[config.mk]
export PLATFORM = sky130hd
export DESIGN_NAME = blk_ram_stream_reader
export DESIGN_NICKNAME = d
export VERILOG_FILES = /design/src/rtl/blk_ram_stream_reader_pkg.sv /design/src/rtl/blk_ram_stream_reader_fifo.sv /design/src/rtl/blk_ram_stream_reader.sv
export SDC_FILE = /design/constraint.sdc
export NUM_CORES = 1
export LEC_CHECK = 0
export CELL_PAD_IN_SITES_DETAIL_PLACEMENT = 0
export CELL_PAD_IN_SITES_GLOBAL_PLACEMENT = 1
export CORE_ASPECT_RATIO = 2
export CORE_MARGIN = 4
export CORE_UTILIZATION = 36
export DETAILED_ROUTE_END_ITERATION = 8
export PLACE_DENSITY_LB_ADDON = 0.2
export SLEW_MARGIN = 20
export SYNTH_ARGS = -nofsm -noshare
export SYNTH_HDL_FRONTEND = slang
export SYNTH_SLANG_ARGS = --single-unit
[constraint.sdc]
create_clock -name clk -period 2.9 [get_ports clk]
set_input_delay 0.725 -clock clk [delete_from_list [all_inputs] [get_ports clk]]
set_output_delay 0.725 -clock clk [all_outputs]
set_load 0.02 [all_outputs]
[src/rtl/blk_ram_stream_reader_pkg.sv]
// Shared definitions for the block-RAM stream reader: FSM encoding,
// default geometry and the FIFO occupancy-counter width helper.
package blk_rd_pkg;

  localparam int DEF_ADDR_W     = 6;
  localparam int DEF_DATA_W     = 8;
  localparam int DEF_FIFO_DEPTH = 2;

  // FSM encoding kept as plain constants so older blocks can share it.
  localparam int STATE_W = 2;
  localparam logic [STATE_W-1:0] ST_IDLE  = 2'd0;
  localparam logic [STATE_W-1:0] ST_RUN   = 2'd1;
  localparam logic [STATE_W-1:0] ST_DRAIN = 2'd2;
  localparam logic [STATE_W-1:0] ST_FIN   = 2'd3;

  // Width needed to hold an occupancy count of 0..depth inclusive.
  function automatic int fifo_cnt_w(input int depth);
    return $clog2(depth + 1);
  endfunction

  localparam int DEF_FIFO_CNT_W = fifo_cnt_w(DEF_FIFO_DEPTH);

endpackage

[src/rtl/blk_ram_stream_reader_fifo.sv]
// Small synchronous first-word-fall-through FIFO that buffers block-RAM
// read data in front of the output stream. The head entry is always
// visible on head_data; head_data reads as zero while the FIFO is empty.
module rd_stream_fifo #(
  parameter int DEPTH = 2,
  parameter int WIDTH = 8,
  parameter int CNT_W = $clog2(DEPTH + 1)
) (
  input  logic             clk,
  input  logic             rst,
  input  logic             push,
  input  logic [WIDTH-1:0] push_data,
  input  logic             pop,
  output logic [WIDTH-1:0] head_data,
  output logic [CNT_W-1:0] count,
  output logic             empty,
  output logic             full
);

  localparam int PTR_W = (DEPTH > 1) ? $clog2(DEPTH) : 1;
  localparam logic [PTR_W-1:0] PTR_LAST = PTR_W'(DEPTH - 1);
  localparam logic [PTR_W-1:0] PTR_ONE  = PTR_W'(1);
  localparam logic [CNT_W-1:0] CNT_FULL = CNT_W'(DEPTH);
  localparam logic [CNT_W-1:0] CNT_ONE  = CNT_W'(1);

  logic [WIDTH-1:0] mem_q [DEPTH];
  logic [PTR_W-1:0] wr_ptr_q, wr_ptr_d;
  logic [PTR_W-1:0] rd_ptr_q, rd_ptr_d;
  logic [CNT_W-1:0] count_q, count_d;
  logic             do_push, do_pop;

  assign empty     = (count_q == '0);
  assign full      = (count_q == CNT_FULL);
  assign count     = count_q;
  assign do_pop    = pop & ~empty;
  // A push into a full FIFO is only legal when the head leaves the same cycle.
  assign do_push   = push & (~full | do_pop);
  assign head_data = empty ? '0 : mem_q[rd_ptr_q];

  function automatic logic [PTR_W-1:0] ptr_inc(input logic [PTR_W-1:0] p);
    return (p == PTR_LAST) ? '0 : p + PTR_ONE;
  endfunction

  // Next pointers and occupancy; push and pop together leave the count unchanged.
  always_comb begin
    // NOTE: every output of a combinational block gets a default first, so no path can infer a latch.
    wr_ptr_d = wr_ptr_q;
    rd_ptr_d = rd_ptr_q;
    count_d  = count_q;
    if (do_push) wr_ptr_d = ptr_inc(wr_ptr_q);
    if (do_pop)  rd_ptr_d = ptr_inc(rd_ptr_q);
    case ({do_push, do_pop})
      2'b10:   count_d = count_q + CNT_ONE;
      2'b01:   count_d = count_q - CNT_ONE;
      default: count_d = count_q;
    endcase
  end

  // Pointer and count registers with synchronous reset.
  always_ff @(posedge clk) begin
    // NOTE: sequential state uses non-blocking assignments so every flop samples pre-edge values.
    if (rst) begin
      wr_ptr_q <= '0;
      rd_ptr_q <= '0;
      count_q  <= '0;
    end else begin
      wr_ptr_q <= wr_ptr_d;
      rd_ptr_q <= rd_ptr_d;
      count_q  <= count_d;
    end
  end

  // Storage array written on accepted pushes.
  always_ff @(posedge clk) begin
    // NOTE: the storage is deliberately not reset; emptiness comes from count_q and the head is masked.
    if (do_push) mem_q[wr_ptr_q] <= push_data;
  end

endmodule

[src/rtl/blk_ram_stream_reader.sv]
// Reads LEN words from a 1-cycle-latency block RAM starting at BASE_ADDR
// and streams them out in address order on valid/ready. Reads are issued
// only while the FIFO plus the read in flight leave room for one more, so
// back-pressure can neither drop nor repeat a word.
module blk_ram_stream_reader
  import blk_rd_pkg::*;
#(
  parameter int ADDR_W     = DEF_ADDR_W,
  parameter int DATA_W     = DEF_DATA_W,
  parameter int FIFO_DEPTH = DEF_FIFO_DEPTH
) (
  input  logic              clk,
  input  logic              rst,
  input  logic              start,
  input  logic [ADDR_W-1:0] base_addr,
  input  logic [ADDR_W:0]   len,
  output logic              busy,
  output logic              done,
  output logic              mem_en,
  output logic [ADDR_W-1:0] mem_addr,
  input  logic [DATA_W-1:0] mem_rdata,
  output logic [DATA_W-1:0] out_data,
  output logic              out_valid,
  input  logic              out_ready,
  output logic              out_last
);

  localparam int CNT_W = fifo_cnt_w(FIFO_DEPTH);
  localparam logic [CNT_W:0]    DEPTH_L  = (CNT_W + 1)'(FIFO_DEPTH);
  localparam logic [ADDR_W:0]   LEN_ONE  = (ADDR_W + 1)'(1);
  localparam logic [ADDR_W-1:0] ADDR_ONE = ADDR_W'(1);

  logic [STATE_W-1:0] state_q, state_d;
  logic [ADDR_W-1:0]  addr_q, addr_d;
  logic [ADDR_W:0]    len_q, len_d;
  logic [ADDR_W:0]    rd_left_q, rd_left_d;
  logic [ADDR_W:0]    acc_q, acc_d;
  logic               inflight_q;

  logic [CNT_W-1:0]   fifo_count;
  logic               fifo_empty, fifo_full;
  logic               pop;
  logic [CNT_W:0]     occ_next;

  assign pop = out_valid & out_ready;

  // Occupancy after this edge: buffered words plus the word landing now, minus the one leaving.
  assign occ_next = {1'b0, fifo_count}
                  + {{CNT_W{1'b0}}, inflight_q}
                  - {{CNT_W{1'b0}}, pop};

  // A new read is issued only if its data will still find a free slot when it arrives.
  assign mem_en   = (state_q == ST_RUN) && (occ_next < DEPTH_L);
  assign mem_addr = addr_q;

  assign busy      = (state_q == ST_RUN) || (state_q == ST_DRAIN);
  assign done      = (state_q == ST_FIN);
  assign out_valid = ~fifo_empty;
  assign out_last  = out_valid && (acc_q == len_q - LEN_ONE);

  rd_stream_fifo #(
    .DEPTH (FIFO_DEPTH),
    .WIDTH (DATA_W),
    .CNT_W (CNT_W)
  ) u_fifo (
    .clk       (clk),
    .rst       (rst),
    .push      (inflight_q),
    .push_data (mem_rdata),
    .pop       (pop),
    .head_data (out_data),
    .count     (fifo_count),
    .empty     (fifo_empty),
    .full      (fifo_full)
  );

  // Transfer sequencing: IDLE -> RUN -> DRAIN -> FIN, or IDLE -> FIN for an empty transfer.
  always_comb begin
    state_d = state_q;
    case (state_q)
      ST_IDLE:  if (start) state_d = (len == '0) ? ST_FIN : ST_RUN;
      ST_RUN:   if (mem_en && (rd_left_q == LEN_ONE)) state_d = ST_DRAIN;
      ST_DRAIN: if (fifo_empty && !inflight_q && (acc_q == len_q)) state_d = ST_FIN;
      ST_FIN:   state_d = ST_IDLE;
      default:  state_d = ST_IDLE;
    endcase
  end

  // Capture the request at start, then advance the address and both counters as reads and handshakes occur.
  always_comb begin
    addr_d    = addr_q;
    len_d     = len_q;
    rd_left_d = rd_left_q;
    acc_d     = acc_q;
    if ((state_q == ST_IDLE) && start) begin
      addr_d    = base_addr;
      len_d     = len;
      rd_left_d = len;
      acc_d     = '0;
    end
    if (mem_en) begin
      addr_d    = addr_q + ADDR_ONE;
      rd_left_d = rd_left_q - LEN_ONE;
    end
    if (pop) acc_d = acc_q + LEN_ONE;
  end

  // Control and counter registers; reset also discards any read still in flight.
  always_ff @(posedge clk) begin
    if (rst) begin
      state_q    <= ST_IDLE;
      addr_q     <= '0;
      len_q      <= '0;
      rd_left_q  <= '0;
      acc_q      <= '0;
      inflight_q <= 1'b0;
    end else begin
      state_q    <= state_d;
      addr_q     <= addr_d;
      len_q      <= len_d;
      rd_left_q  <= rd_left_d;
      acc_q      <= acc_d;
      inflight_q <= mem_en;
    end
  end

  // Arriving read data must never meet a full FIFO that is not draining.
  a_no_overflow: assert property (@(posedge clk) disable iff (rst)
    !(inflight_q && fifo_full && !pop));

endmodule

### Word level (Yosys, flattened, before mapping)

Memories as Yosys holds them, arrays and structs flattened. A register that Yosys moved wholly into a read port is not among the register bits.
Index checks and enable logic that the tools add are counted.

* bits in registers: 34
* word-level logic and storage cells: 73
* memories kept: 1
* bits in writable memories: 16
* input port bits: 25

Memory list
* u_fifo.mem_q: words 2, bits a word 8, read ports 1, clocked after Yosys merged registers in 1, write ports 1, line blk_ram_stream_reader_fifo.sv:26 `logic [WIDTH-1:0] mem_q [DEPTH];`

* magnitude comparators: 1
* equality and inequality tests: 12
* multiplexer cells: 19
* bitwise gates (word level): 6
* reductions and logical operators: 15
* add/sub/neg operators: 10

Operator list (number)
* two-way mux 7 bit: 4
* == test 7 bit: 2
* subtractor 7 x 1 -> 7 bit (second input constant): 2
* two-way mux 6 bit: 2
* == test 2 bit (second input constant): 4
* two-way mux 2 bit: 4
* two-way mux 8 bit: 1
* one-hot mux 2 bit (4 select lines): 1
* adder 7 x 1 -> 7 bit (second input constant): 1
* == test 7 x 1 -> 1 bit (second input constant): 1
* logical NOT 7 bit: 1
* adder 6 x 1 -> 6 bit (second input constant): 1
* logical AND 1 bit: 6
* two-way mux 1 bit: 6
* nonzero test 2 bit: 3
* == test 2 x 1 -> 1 bit (second input constant): 2
* logical NOT 2 bit: 2
* != test 2 x 1 -> 1 bit (second input constant): 2
* one-hot mux 2 bit (2 select lines): 1
* adder 2 x 1 -> 3 bit: 1
* bitwise AND 1 bit: 3
* < comparator 3 x 2 -> 1 bit (second input constant): 1
* AND reduction 3 bit: 1
* subtractor 3 x 1 -> 3 bit: 1
* other kinds (8): 10

### Depth between registers and ports, before layout

* depth in word-level cells: 9
* mapped depth: 12

### By module

From an unflattened synthesis, not the netlist that was laid out.

* cells, all modules: 291
* area, all modules: 2652.5 um2

Modules (own cells, without submodules)
* blk_ram_stream_reader: times used 1, area an instance 1805.5 um2, cells each 227, seq. area each 600.6 um2
* rd_stream_fifo: times used 1, area an instance 847.1 um2, cells each 64, seq. area each 580.6 um2

### Worst setup path before layout

No wires, ideal clock.

* path kind: input to output
* start point: input out_ready
* end point: output mem_en
* arrival: 2.316 ns
* data required time: 2.175 ns
* buffers on the path: 0
* path slack: -0.141 ns
* cell stages on the path: 8
* path through: o21ai_0 > inv_1 > ha_1 > nand2b_1 > fa_1 > xnor2_1 > nand2_1 > inv_2

* longest elaborated chain between the ends: 4

RTL lines
* start: declaration: line blk_ram_stream_reader.sv:24 `input logic out_ready,`
* bitwise AND 1 bit: line blk_ram_stream_reader.sv:45 `assign pop = out_valid & out_ready;`
* subtractor 3 x 1 -> 3 bit: line blk_ram_stream_reader.sv:50 `- {{CNT_W{1'b0}}, pop};`
* < comparator 3 x 2 -> 1 bit: line blk_ram_stream_reader.sv:53 `assign mem_en = (state_q == ST_RUN) && (occ_next < DEPTH_L);`
* logical AND 1 bit: line blk_ram_stream_reader.sv:53
* end: declaration: line blk_ram_stream_reader.sv:19 `output logic mem_en,`

No other way between the ends.

### Worst setup path after layout

Ends and elaborated chain as after synthesis.

==> run summary <==
## Run status
* complete, but fails checks — outcome
* negative setup slack — failing checks

## STA
* 62.8% — remaining max-slew budget at the tightest pin
* 0 — final-report max-slew violation count
* 0 — final hold violation count
* -0.00848 ns — post-route setup slack
* 2.91 ns — min cycle time layout
* yes — RSZ-0062 raised after global routing
* 0.469 ns — worst hold slack
* 0.556 ns — Slew @ Worst Pin
* 1 — Setup Viol. Count Final
* 100% — crit share post-route
* 344 MHz — highest clock frequency the design can meet
* 0.0109 ns — final worst clock skew

## Place
* 3340 sq um — Placed Instance Area
* 5070 um — dpl hpwl
* 0.854 — Final Wtd Congestion
* 43 — number of input and output port buffers inserted
* -0.983 ns — pre-CTS worst setup slack
* 436 — count of placed standard cells including taps

## Global routing
* 0 — initial antenna violation count
* 2,328 — vias in the first global route
* 16.2% — total routing usage reported by global routing
* 10,600 um — wire length of the first global-routing pass
* 20 — pin count of the biggest net entering global routing
* 0 — total global routing overflow

## Finish
* 40.6% — Synth-to-Final Area Change
* 20.3% — share of post-route cells with drive strength above 1
* 3670 sq um — Design Area, Final
* 459 — filler-free cell count of the finished design
* 405 — NumNets Final
* 0 — Diodes inserted
* 687 — Fillers

## Die
* 6990 sq um — Core Footprint
* 68.2 um — Horiz. Die Dim
* 8750 sq um — Die ar.
* 128 um — DIE HEIGHT
* 37.3% — starting utilization of the core area
* 43 — Site Rows
* 44 — I/O pin count

## Clock network
* 2 — Clock H-tree levels
* 5 — TritonCTS buffer count
* 2 — Max Buffers Root-to-Sink
* 0.07 ns — register clock-pin slew on the reported worst setup and hold paths
* sky130_fd_sc_hd__clkbuf_16 — clock tree root driver cell
* 0.30 ns — insertion delay to the later sink of the worst-skew pair
* 0 — cts-stage hold buffer count
* done — TritonCTS clock tree
* 51 — clock sinks

## Yosys
* 285 — cell count after synthesis
* 16 — count of flip-flops with a built-in enable after synthesis
* sky130_fd_sc_hd__dfxtp_1 (27%), sky130_fd_sc_hd__edfxtp_1 (18%), sky130_fd_sc_hd__ha_1 (5.3%) — cells taking the most area after synthesis
* 49 — count of distinct cell types in the synthesized netlist
* 0 — Yosys warnings
* 9.15 sq um — synthesized area divided by synthesized cell count
* 2610 sq um — combined area of all synthesized cells
* sky130_fd_sc_hd__dfxtp_1 — leading register cell type out of synthesis
* 45.3% — sequential-to-total area share from yosys stat
* sky130_fd_sc_hd__dfxtp_1 — top cell type by total area after synthesis
* 51 — post-synthesis register bit count
* 322 — post-synth net total
* 26.9% — area share of the leading cell type in the synthesized netlist
* 0% — fraction of registers with async set/reset

## Route
* 14.5 um — average wire per cell in the routed design
* 4 — drt pass-1 iters
* 0 — number of antenna-violating nets in the routed design
* 0 — number of DRC violations after detailed routing
* 85 — detailed router's first-iteration violation count
* 6660 um — total length of routed wires
* 5.09 — average via count per standard cell
* 2,336 — via count

## Worst hold path
* register to register — path class of the lowest-slack min-delay path

## Job
* 0 — maximum capacitance violations

## Power and ir drop
* 1.42 nW — leakage
* 765 nW/um^2 — pwr/cell area
* 479 uV — IR Drop Worst-Case VDD

## Critical path
* mem_en — Critical Path End
* 2 — worst-path maximum fanout
* sky130_fd_sc_hd__fa_2 — slowest cell on the critical path
* output pin — CP endpoint kind
* buf_8 > o21ai_4 > inv_2 > ha_4 > nand2b_4 > fa_2 > and2_4 > nand2_4 > inv_4 > buf_6 — CP cell instances
* acc_q[6]$_SDFFE_PP0P_ — RR Endpoint
* 0.52 ns — slowest stage delay, CP
* out_ready — beginning of the critical path
* primary input — nature of the critical path startpoint
* 2.17 ns — critical path data required time
* primary input to output pin — critical path type
* 2.18 ns — WP data arrival
* u_fifo.count[0]$_SDFFE_PP0P_ — worst r2r src
* 19 — logic depth of the worst register-to-register path
* 0.20 ns — reg-to-reg setup timing slack

[flip-flops by register name (all words and copies together) (netlist names), named ones only]
signal	flops
u_fifo.wr_ptr_q	1
u_fifo.mem_q	16
acc_q	7
u_fifo.count	2
len_q	7
u_fifo.rd_ptr_q	1
inflight_q	1
state_q	2
mem_addr	6
rd_left_q	7
[logic make-up (layout without fill, tap and decap cells)]
group | Yosys count | count (layout) | share of synthesized area, %
AO/OA/AOI/OAI | 59 | 59 | 14.6
XOR/XNOR | 14 | 14 | 4.70
adder cells (fa/ha/maj) | 12 | 12 | 6.05
buffers and inverters | 24 | 108 | 3.79
flip-flops | 51 | 51 | 45.3
multiplexers | 10 | 10 | 4.08
AND/OR/NAND/NOR | 115 | 115 | 21.5
[worst min-delay path by stage]
stage                          start               endpoint  slack [ns]  depth (start not counted)
4_1_cts        len_q[6]$_SDFFE_PP0P_  len_q[6]$_SDFFE_PP0P_        0.47                          2
2_1_floorplan  len_q[6]$_SDFFE_PP0P_  len_q[6]$_SDFFE_PP0P_        0.45                          2
3_5_place_dp   len_q[6]$_SDFFE_PP0P_  len_q[6]$_SDFFE_PP0P_        0.46                          2
5_1_grt        len_q[6]$_SDFFE_PP0P_  len_q[6]$_SDFFE_PP0P_        0.50                          2
6_report       len_q[6]$_SDFFE_PP0P_  len_q[6]$_SDFFE_PP0P_        0.47                          2
3_3_place_gp   len_q[6]$_SDFFE_PP0P_  len_q[6]$_SDFFE_PP0P_        0.46                          2
[synthesized netlist by cell type (2+ instances only)]
| cell | n |
|---|---|
| sky130_fd_sc_hd__dfxtp_1 | 35 |
| sky130_fd_sc_hd__nor2_1 | 35 |
| sky130_fd_sc_hd__nand2_1 | 27 |
| sky130_fd_sc_hd__a21oi_1 | 21 |
| sky130_fd_sc_hd__edfxtp_1 | 16 |
| sky130_fd_sc_hd__o21ai_0 | 14 |
| sky130_fd_sc_hd__inv_1 | 12 |
| sky130_fd_sc_hd__ha_1 | 11 |
| sky130_fd_sc_hd__nand3_1 | 10 |
| sky130_fd_sc_hd__nor3_1 | 9 |
| sky130_fd_sc_hd__clkbuf_1 | 8 |
| sky130_fd_sc_hd__mux2i_1 | 8 |
| sky130_fd_sc_hd__xnor2_1 | 8 |
| sky130_fd_sc_hd__a221oi_1 | 7 |
| sky130_fd_sc_hd__nor3b_1 | 6 |
| sky130_fd_sc_hd__xor2_1 | 6 |
| sky130_fd_sc_hd__and3_1 | 5 |
| sky130_fd_sc_hd__nand2b_1 | 5 |
| sky130_fd_sc_hd__a311oi_1 | 4 |
| sky130_fd_sc_hd__and2_1 | 3 |
| sky130_fd_sc_hd__nor2b_1 | 3 |
| sky130_fd_sc_hd__buf_4 | 2 |
| sky130_fd_sc_hd__nand3b_1 | 2 |
| sky130_fd_sc_hd__nor4_1 | 2 |
| sky130_fd_sc_hd__o21ai_2 | 2 |
[cells in the final DEF (no fill, tap or decap), drive strengths merged, types with 6 or more instances in the layout]
cell	instances
buf	47
inv	13
nand2	27
clkbuf	6
o21ai	16
a221oi	7
nor3b	6
a21oi	21
nor2	36
ha	11
xor2	6
edfxtp	16
clkdlybuf4s50	40
mux2i	8
nand3	11
dfxtp	35
nor3	9
xnor2	8
[report_power, final]
part / leakage [nW] / switching [mW] / total, mW / internal [mW]
clock network: 0.0820 / 0.258 / 0.630 / 0.372
registers: 0.432 / 0.107 / 0.971 / 0.864
logic: 0.911 / 0.625 / 1.20 / 0.580
total: 1.42 / 0.990 / 2.81 / 1.82
[metal layers]
layer | wire length, um | GRT usage [%]
met1 | 2290 | 14.6
met5 | 0 | 0
met2 | 3830 | 31.1
met3 | 285 | 3.23
met4 | 255 | 9.03
[per-stage QoR]
step | setup TNS (ns) | util [%] | total power [mW]
after global placement | -6.68 | 47.7 | 2.11
after floorplan | 0 | - | 1.68
after CTS | -0.120 | 52.1 | 2.83
final | -0.00848 | 52.4 | 2.81
after global routing | -0.0635 | 52.4 | 3.00
after detailed placement | -6.87 | 47.7 | 2.12
[repair_timing]
item	CTS	global route
gates cloned	0	0
resized for setup	19	7
setup buffers	17	0
setup endpoints to repair	13	7
pin swaps	2	3
[worst max-delay path, delay by kind of cell]
family | cells | cell delay (ns)
adder cells (fa/ha/maj) | 2 | 0.73
AO/OA/AOI/OAI | 1 | 0.06
AND/OR/NAND/NOR | 3 | 0.35
buffers and inverters | 4 | 0.34
[area by class of cell]
cell class,count,area [sq um],share of cell area (%)
multi-input combinational,210,1390,38.0
sequential,51,1180,32.2
timing repair buffer,87,764,20.9
clock buffer,6,150,4.10
tap,90,113,3.07
inverter,13,51.3,1.40
clock inverter,2,13.8,0.375
No activity file was read; power rests on OpenSTA's default activity.
